==> src/rtl/dl_ram_arbiter_pkg.sv <==
// dl_arb_pkg: shared definitions for the download/CPU RAM arbiter.
//   arb_state_t    - arbiter FSM encoding (IDLE=0, DL_WR=1, CPU_ACC=2, HOLD=3)
//   DATA_W         - download / CPU data width
//   fifo_entry_w() - width of one download FIFO entry {addr, data}
package dl_arb_pkg;

    typedef enum logic [1:0] {
        IDLE    = 2'd0,
        DL_WR   = 2'd1,
        CPU_ACC = 2'd2,
        HOLD    = 2'd3
    } arb_state_t;

    localparam int DATA_W = 8;

    function automatic int fifo_entry_w(input int aw);
        return aw + DATA_W;
    endfunction

endpackage

==> src/rtl/dl_ram_arbiter_if.sv <==
// dl_ram_arbiter_if: RAM port between the arbiter (master) and the
// SDRAM/SRAM controller (slave).
//   mem_req   master->slave  request, held high until mem_ack
//   mem_we    master->slave  write enable
//   mem_addr  master->slave  address (AW bits)
//   mem_wdata master->slave  write data
//   mem_rdata slave->master  read data, valid with mem_ack
//   mem_ack   slave->master  one-cycle completion pulse
//
// Handshake: the master raises mem_req with mem_we/mem_addr/mem_wdata stable
// and holds all of them until it samples mem_ack=1 at a clock edge; mem_req
// drops at that same edge. mem_ack is a single-cycle pulse and is only
// meaningful while mem_req is high. The master may abandon a request only
// through reset.
interface dl_ram_arbiter_if #(
    parameter int AW = 25
);
    logic          mem_req;
    logic          mem_we;
    logic [AW-1:0] mem_addr;
    logic [7:0]    mem_wdata;
    logic [7:0]    mem_rdata;
    logic          mem_ack;

    modport master (
        output mem_req, mem_we, mem_addr, mem_wdata,
        input  mem_rdata, mem_ack
    );

    modport slave (
        input  mem_req, mem_we, mem_addr, mem_wdata,
        output mem_rdata, mem_ack
    );
endinterface

==> src/rtl/dl_byte_fifo.sv <==
// dl_byte_fifo: synchronous show-ahead FIFO for download entries.
//   clk, reset : clock, asynchronous active-high reset (empties the FIFO)
//   push/wdata : write an entry; ignored when full
//   pop        : remove the head entry; ignored when empty
//   rdata      : current head entry (valid while !empty)
//   full/empty : status
// Pointers carry one extra wrap bit so full and empty are distinguishable
// without a separate count.
module dl_byte_fifo #(
    parameter int DEPTH = 4,
    parameter int W     = 33
) (
    input  logic         clk,
    input  logic         reset,
    input  logic         push,
    input  logic [W-1:0] wdata,
    input  logic         pop,
    output logic [W-1:0] rdata,
    output logic         full,
    output logic         empty
);

    localparam int PW = $clog2(DEPTH) + 1;

    logic [W-1:0]  mem [DEPTH];
    logic [PW-1:0] wr_ptr;
    logic [PW-1:0] rd_ptr;
    logic          push_ok;
    logic          pop_ok;

    assign empty   = (wr_ptr == rd_ptr);
    assign full    = (wr_ptr[PW-1] != rd_ptr[PW-1]) &&
                     (wr_ptr[PW-2:0] == rd_ptr[PW-2:0]);
    assign push_ok = push && !full;
    assign pop_ok  = pop && !empty;
    assign rdata   = mem[rd_ptr[PW-2:0]];

    always_ff @(posedge clk or posedge reset) begin
        if (reset) begin
            wr_ptr <= '0;
            rd_ptr <= '0;
        end else begin
            if (push_ok) wr_ptr <= wr_ptr + 1'b1;
            if (pop_ok)  rd_ptr <= rd_ptr + 1'b1;
        end
    end

    // Storage needs no reset: the pointers alone define what is valid.
    always_ff @(posedge clk) begin
        if (push_ok) mem[wr_ptr[PW-2:0]] <= wdata;
    end

endmodule

==> src/rtl/dl_ram_arbiter.sv <==
// dl_ram_arbiter: shares one external RAM port between the CPU and the
// SPI download write stream. Download bytes are queued in a small FIFO and
// written with absolute priority; the CPU is held in reset during a download
// and for RST_HOLD cycles after the FIFO drains.
//   clk, reset       : clock, asynchronous active-high reset
//   dl_downloading   : download active (level)
//   dl_wr            : one-cycle strobe, dl_addr/dl_data valid
//   dl_addr, dl_data : download byte and its target address
//   cpu_req/cpu_we/cpu_addr/cpu_wdata : CPU request, held until cpu_ack
//   cpu_rdata, cpu_ack : CPU read data and one-cycle completion pulse
//   cpu_reset        : CPU reset hold
//   ram              : RAM port (master side)
//   dl_overflow      : sticky, a download byte was dropped on a full FIFO
//   state_dbg        : current arbiter state
module dl_ram_arbiter
    import dl_arb_pkg::*;
#(
    parameter int AW         = 25,
    parameter int FIFO_DEPTH = 4,
    parameter int RST_HOLD   = 16
) (
    input  logic              clk,
    input  logic              reset,
    input  logic              dl_downloading,
    input  logic              dl_wr,
    input  logic [AW-1:0]     dl_addr,
    input  logic [7:0]        dl_data,
    input  logic              cpu_req,
    input  logic              cpu_we,
    input  logic [AW-1:0]     cpu_addr,
    input  logic [7:0]        cpu_wdata,
    output logic [7:0]        cpu_rdata,
    output logic              cpu_ack,
    output logic              cpu_reset,
    dl_ram_arbiter_if.master  ram,
    output logic              dl_overflow,
    output arb_state_t        state_dbg
);

    localparam int EW = fifo_entry_w(AW);
    localparam int CW = (RST_HOLD > 1) ? $clog2(RST_HOLD) : 1;
    localparam logic [CW-1:0] HOLD_LOAD = CW'(RST_HOLD - 1);

    // Download FIFO
    logic [EW-1:0] fifo_rdata;
    logic          fifo_full;
    logic          fifo_empty;
    logic          fifo_pop;

    dl_byte_fifo #(
        .DEPTH (FIFO_DEPTH),
        .W     (EW)
    ) u_fifo (
        .clk   (clk),
        .reset (reset),
        .push  (dl_wr),
        .wdata ({dl_addr, dl_data}),
        .pop   (fifo_pop),
        .rdata (fifo_rdata),
        .full  (fifo_full),
        .empty (fifo_empty)
    );

    // FSM and datapath registers
    arb_state_t    state_q, state_d;
    logic          mem_req_q, mem_req_d;
    logic          mem_we_q, mem_we_d;
    logic [AW-1:0] mem_addr_q, mem_addr_d;
    logic [7:0]    mem_wdata_q, mem_wdata_d;
    logic          cpu_ack_q, cpu_ack_d;
    logic [7:0]    cpu_rdata_q, cpu_rdata_d;
    logic [CW-1:0] hold_cnt_q, hold_cnt_d;
    logic          rst_hold_q, rst_hold_d;
    logic          dl_active_q;

    // Anything that means download work is pending or arriving.
    logic dl_pending;
    assign dl_pending = dl_downloading || dl_wr || !fifo_empty;

    assign cpu_reset     = rst_hold_q || dl_downloading;
    assign cpu_ack       = cpu_ack_q;
    assign cpu_rdata     = cpu_rdata_q;
    assign ram.mem_req   = mem_req_q;
    assign ram.mem_we    = mem_we_q;
    assign ram.mem_addr  = mem_addr_q;
    assign ram.mem_wdata = mem_wdata_q;
    assign state_dbg     = state_q;

    always_ff @(posedge clk or posedge reset) begin
        if (reset) begin
            state_q     <= IDLE;
            mem_req_q   <= 1'b0;
            mem_we_q    <= 1'b0;
            mem_addr_q  <= '0;
            mem_wdata_q <= '0;
            cpu_ack_q   <= 1'b0;
            cpu_rdata_q <= '0;
            hold_cnt_q  <= '0;
            rst_hold_q  <= 1'b1;
        end else begin
            state_q     <= state_d;
            mem_req_q   <= mem_req_d;
            mem_we_q    <= mem_we_d;
            mem_addr_q  <= mem_addr_d;
            mem_wdata_q <= mem_wdata_d;
            cpu_ack_q   <= cpu_ack_d;
            cpu_rdata_q <= cpu_rdata_d;
            hold_cnt_q  <= hold_cnt_d;
            rst_hold_q  <= rst_hold_d;
        end
    end

    always_comb begin
        state_d     = state_q;
        mem_req_d   = mem_req_q;
        mem_we_d    = mem_we_q;
        mem_addr_d  = mem_addr_q;
        mem_wdata_d = mem_wdata_q;
        cpu_ack_d   = 1'b0;
        cpu_rdata_d = cpu_rdata_q;
        hold_cnt_d  = hold_cnt_q;
        // Any cycle of an active download re-arms the CPU reset hold.
        rst_hold_d  = rst_hold_q || dl_downloading;
        fifo_pop    = 1'b0;

        case (state_q)
            IDLE: begin
                if (!fifo_empty) begin
                    fifo_pop    = 1'b1;
                    mem_req_d   = 1'b1;
                    mem_we_d    = 1'b1;
                    mem_addr_d  = fifo_rdata[EW-1:DATA_W];
                    mem_wdata_d = fifo_rdata[DATA_W-1:0];
                    state_d     = DL_WR;
                end else if (cpu_req && !cpu_reset && !cpu_ack_q) begin
                    // cpu_ack_q blocks a re-grant while the CPU is still
                    // seeing the completion of its previous request.
                    mem_req_d   = 1'b1;
                    mem_we_d    = cpu_we;
                    mem_addr_d  = cpu_addr;
                    mem_wdata_d = cpu_wdata;
                    state_d     = CPU_ACC;
                end else if (rst_hold_q && !dl_pending) begin
                    // Covers both the post-reset hold and a download that
                    // ended while the arbiter was idle.
                    hold_cnt_d = HOLD_LOAD;
                    state_d    = HOLD;
                end
            end

            DL_WR: begin
                if (ram.mem_ack) begin
                    mem_req_d = 1'b0;
                    if (dl_pending) begin
                        state_d = IDLE;
                    end else begin
                        hold_cnt_d = HOLD_LOAD;
                        state_d    = HOLD;
                    end
                end
            end

            CPU_ACC: begin
                if (ram.mem_ack) begin
                    mem_req_d   = 1'b0;
                    cpu_rdata_d = ram.mem_rdata;
                    cpu_ack_d   = 1'b1;
                    state_d     = IDLE;
                end
            end

            HOLD: begin
                if (dl_pending) begin
                    // New download activity: abandon the countdown and keep
                    // the CPU in reset; IDLE restarts the hold later.
                    state_d = IDLE;
                end else if (hold_cnt_q == '0) begin
                    rst_hold_d = 1'b0;
                    state_d    = IDLE;
                end else begin
                    hold_cnt_d = hold_cnt_q - 1'b1;
                end
            end

            default: state_d = IDLE;
        endcase
    end

    // Sticky overflow flag; a drop in the same cycle as a new download start
    // belongs to that new download, so setting wins over clearing.
    always_ff @(posedge clk or posedge reset) begin
        if (reset) begin
            dl_overflow <= 1'b0;
            dl_active_q <= 1'b0;
        end else begin
            dl_active_q <= dl_downloading;
            if (dl_wr && fifo_full)
                dl_overflow <= 1'b1;
            else if (dl_downloading && !dl_active_q)
                dl_overflow <= 1'b0;
        end
    end

endmodule

==> src/flat_wrapper.sv <==
// flat-port wrapper written by rule: the top's interface ports become plain ports
module dl_ram_arbiter_flat import dl_arb_pkg::*;
#(
    parameter int AW         = 25,
    parameter int FIFO_DEPTH = 4,
    parameter int RST_HOLD   = 16
)
  (clk, reset, dl_downloading, dl_wr, dl_addr, dl_data, cpu_req, cpu_we, cpu_addr, cpu_wdata, cpu_rdata, cpu_ack, cpu_reset, dl_overflow, state_dbg, ram_mem_req, ram_mem_we, ram_mem_addr, ram_mem_wdata, ram_mem_rdata, ram_mem_ack);
  dl_ram_arbiter_if #(.AW(AW)) ram_i ();
  input  logic clk;
  input  logic reset;
  input  logic dl_downloading;
  input  logic dl_wr;
  input  logic [AW-1:0] dl_addr;
  input  logic [7:0] dl_data;
  input  logic cpu_req;
  input  logic cpu_we;
  input  logic [AW-1:0] cpu_addr;
  input  logic [7:0] cpu_wdata;
  output logic [7:0] cpu_rdata;
  output logic cpu_ack;
  output logic cpu_reset;
  output logic dl_overflow;
  output arb_state_t state_dbg;
  output wire logic [$bits(ram_i.mem_req)-1:0] ram_mem_req;
  output wire logic [$bits(ram_i.mem_we)-1:0] ram_mem_we;
  output wire logic [$bits(ram_i.mem_addr)-1:0] ram_mem_addr;
  output wire logic [$bits(ram_i.mem_wdata)-1:0] ram_mem_wdata;
  input wire logic [$bits(ram_i.mem_rdata)-1:0] ram_mem_rdata;
  input wire logic [$bits(ram_i.mem_ack)-1:0] ram_mem_ack;
  assign ram_mem_req = ram_i.mem_req;
  assign ram_mem_we = ram_i.mem_we;
  assign ram_mem_addr = ram_i.mem_addr;
  assign ram_mem_wdata = ram_i.mem_wdata;
  assign ram_i.mem_rdata = ram_mem_rdata;
  assign ram_i.mem_ack = ram_mem_ack;
  dl_ram_arbiter #(.AW(AW), .FIFO_DEPTH(FIFO_DEPTH), .RST_HOLD(RST_HOLD)) u_core (.clk(clk), .reset(reset), .dl_downloading(dl_downloading), .dl_wr(dl_wr), .dl_addr(dl_addr), .dl_data(dl_data), .cpu_req(cpu_req), .cpu_we(cpu_we), .cpu_addr(cpu_addr), .cpu_wdata(cpu_wdata), .cpu_rdata(cpu_rdata), .cpu_ack(cpu_ack), .cpu_reset(cpu_reset), .ram(ram_i), .dl_overflow(dl_overflow), .state_dbg(state_dbg));
endmodule
==> config.mk <==
export PLATFORM = sky130hd
export DESIGN_NAME = dl_ram_arbiter_flat
export DESIGN_NICKNAME = d
export VERILOG_FILES = /design/src/rtl/dl_ram_arbiter_pkg.sv /design/src/rtl/dl_ram_arbiter_if.sv /design/src/rtl/dl_byte_fifo.sv /design/src/rtl/dl_ram_arbiter.sv /design/src/flat_wrapper.sv
export SDC_FILE = /design/constraint.sdc
export NUM_CORES = 1
export LEC_CHECK = 0
export ABC_CLOCK_PERIOD_IN_PS = 2500
export CAP_MARGIN = 30
export CORE_UTILIZATION = 50
export CTS_BUF_LIST = sky130_fd_sc_hd__clkbuf_4 sky130_fd_sc_hd__clkbuf_8
export CTS_CLUSTER_DIAMETER = 30
export DETAILED_ROUTE_END_ITERATION = 10
export PLACE_DENSITY = 0.76
export SETUP_SLACK_MARGIN = 0.3
export SLEW_MARGIN = 20
export SYNTH_ARGS = -nofsm -noshare
export SYNTH_HDL_FRONTEND = slang
export SYNTH_SLANG_ARGS = --single-unit
export TNS_END_PERCENT = 30
==> constraint.sdc <==
create_clock -name clk -period 2.5 [get_ports clk]
set_clock_uncertainty 0.1 [all_clocks]
set_input_delay 0.75 -clock clk [delete_from_list [all_inputs] [get_ports clk]]
set_output_delay 0.75 -clock clk [all_outputs]
set_load 0.02 [all_outputs]
==> reports/summary.txt <==
Clock Sinks: 191
Core area: 0.0148 mm2
Final period utilization: 90.4%
Final Net Count: 735
Final instance area: 0.00997 mm2
CTS H-Tree Depth: 4
Clock slew at reported path FFs: 0.09 ns
Syn. warnings: 0
Synth unique cells: 45
DP Area: 0.00944 mm2
Sequential cell area: 0.00544 mm2
Asr flop ratio synth: 30.9%
Layout cell share with drive strength beyond 1: 20.2%
First-pass GRT wire length: 26,100 um
Critical path, cell by cell: clkdlybuf4s50_1
Max-slew violation count: 0
Pin count of the biggest net entering global routing: 36
Top_reg_cell synth: edfxtp_1
Sw Ratio: 36.5%
CP peak stage delay: 0.60 ns
Remaining global-route overflow: 0
Clock buffer count from CTS: 17
Pre-antenna DRT Iters: 5
Wire per inst: 19.5 um
Non-filler cells, final: 839
Sequential Power Share: 37.4%
Antenna violations before repair: 0
Die width: 126 um
WP data required: 1.65 ns
Critical Path AT: 1.41 ns
CTS root buffer: clkbuf_8
Unrepaired setup endpoints after global routing: true
Buf+Inv Stages, Crit Path: 1
DRT iter0 DRCs: 339
Placed Instances: 803
Worst Tran Pin Value: 0.702 ns
Most frequent cells in the layout: 132 x edfxtp_1, 83 x clkdlybuf4s50_1, 71 x nand2_1
#FFs+latches synth: 191
CTS tree: yes
Post-route minimum period: 2.26 ns
Row cnt: 44
Hold WC Path Type: register to register
Comb pwr share: 47.0%
Critical path class: register to output port
Post-synth EDFFs: 132
Vias per cell: 5.53
CP delay by family, top: buffers and inverters
Die outline height: 126 um
Lkg Pwr: 3.89 nW
Psw: 4.62 mW
# port buffers: 128
Max Cap Viol: 0
Via count: 4,642
Die area: 0.0159 mm2
Multi-input gate area: 0.00208 mm2
I/O pin count: 129
Post-route ant nets: 0
Clk network pwr share: 15.5%
Syn nets: 572
Mean Syn Cell Area: 16.1 um2
Worst setup SP type: register
Post-Syn Area: 0.00769 mm2
Setup TNS Final: 0 ns
Slowest cell on crit path: clkdlybuf4s50_1
DRT Wirelength: 16,400 um
Layout area overhead: 29.7%
Filler Cells Inserted: 1,027
Gp weighted congestion: 0.859
Worst hold slack: 0.393 ns
Final setup violation count: 0
Number of global-route vias before repair: 4,900
Setup crit end kind: output port
Max_slew headroom: 53.2%
Most common cell after layout, fill and taps aside: edfxtp_1
Pwr dens: 1270 mW/mm2
Detailed placement HPWL: 10,700 um
# hold bufs at CTS: 0
Peak supply drop: 0.637 mV
Clock Path Buffers: 2
Ant diodes: 0
CP Max Fanout: 2
Final-report hold violation count: 0
Drt drc: 0
Cells after Synth: 479
Post-synthesis sequential area ratio: 70.8%
Outcome: finished, final reports clean
Worst skew pair latency: 0.46 ns
Initial core utilization: 52.1%
GRT Total Usage: 22.1%
Pint: 8.06 mW
Max Freq: 442 MHz
## sequential cells by signal, summed over array words and instances (netlist names)
name / flops
u_core.ram.mem_req: 1
u_core.ram.mem_addr: 25
u_core.dl_active_q: 1
u_core.hold_cnt_q: 4
u_core.dl_overflow: 1
u_core.u_fifo.rd_ptr: 3
u_core.ram.mem_wdata: 8
u_core.state_dbg: 2
u_core.rst_hold_q: 1
u_core.u_fifo.mem: 132
u_core.cpu_rdata: 8
u_core.ram.mem_we: 1
u_core.u_fifo.wr_ptr: 3
u_core.cpu_ack: 1
## Yosys cell counts, types with 5 or more instances
library cell  count  area [um2]
buf_6             7        78.8
a21oi_1           5        25.0
edfxtp_1        132        3960
mux4_2           33         743
a31oi_1          37         231
ha_1             12         150
dfrtp_1          58        1450
inv_1            13        48.8
nor2_1           40         150
nand2_1          71         267
clkbuf_1         10        37.5
mux2_2            9         101
## final cells by class
class | instances | area share [%]
sequential | 191 | 54.6
clock buffer | 21 | 2.65
tap | 184 | 2.31
inverter | 14 | 0.527
clock inverter | 11 | 1.17
timing repair buffer | 167 | 17.9
multi-input combinational | 251 | 20.9
## kinds of logic (layout without fill, tap and decap cells)
| family | count (synthesis) | in the layout | share of synthesized area (%) |
|---|---|---|---|
| AO/OA/AOI/OAI | 57 | 57 | 4.95 |
| XOR/XNOR | 7 | 7 | 0.895 |
| adder cells (fa/ha/maj) | 12 | 12 | 1.95 |
| buffers and inverters | 37 | 213 | 2.69 |
| flip-flops | 191 | 191 | 70.8 |
| multiplexers | 45 | 45 | 11.4 |
| AND/OR/NAND/NOR | 130 | 130 | 7.34 |
## power by group through the flow
stage / clock (mW) / sequential (mW) / combinational, mW
2_1_floorplan: 0 / 5.18 / 3.23
3_3_place_gp: 0 / 4.76 / 5.53
3_5_place_dp: 0 / 4.83 / 5.67
4_1_cts: 1.99 / 4.76 / 6.03
5_1_grt: 2.13 / 4.83 / 6.43
6_report: 1.97 / 4.75 / 5.96
## repair_timing
item,in CTS,in global routing
gates cloned,3,0
pin swaps,3,0
buffers inserted,1,0
endpoints found under the setup margin,88,77
gates resized for setup,31,23
## routing by layer
| layer | track usage, % | wire, um | part of all wire [%] |
|---|---|---|---|
| met5 | 0 | 0 | 0 |
| met1 | 29.3 | 7080 | 43 |
| met3 | 5.69 | 956 | 5.8 |
| met2 | 36.4 | 8120 | 50 |
| met4 | 6.24 | 211 | 1.3 |
## worst paths after layout
| kind | from | to | slack [ns] | cells after the start |
|---|---|---|---|---|
| setup / recovery | u_core.ram.mem_addr[13] | ram_mem_addr[13] | 0.24 | 1 |
| hold / removal | u_core.u_fifo.wr_ptr[2] | u_core.u_fifo.wr_ptr[2] | 0.39 | 1 |
| setup reg to reg | u_core.u_fifo.wr_ptr[0] | u_core.ram.mem_addr[10] | 0.31 | 7 |
| hold reg to reg | u_core.u_fifo.wr_ptr[2] | u_core.u_fifo.wr_ptr[2] | 0.39 | 1 |
| max in group asynchronous | reset | u_core.rst_hold_q | 1.28 | 3 |
| min in group asynchronous | reset | u_core.cpu_rdata[6] | 0.46 | 2 |
## stage by stage
| stage | util [%] | worst slack, ns | power, mW |
|---|---|---|---|
| after floorplan | - | 0.195 | 8.42 |
| after global placement | 64.0 | -0.297 | 10.3 |
| after detailed placement | 64.0 | -0.336 | 10.5 |
| after CTS | 67.1 | 0.193 | 12.8 |
| after global routing | 67.6 | 0.178 | 13.4 |
| final | 67.6 | 0.240 | 12.7 |
(Power assumes the default switching activity.)
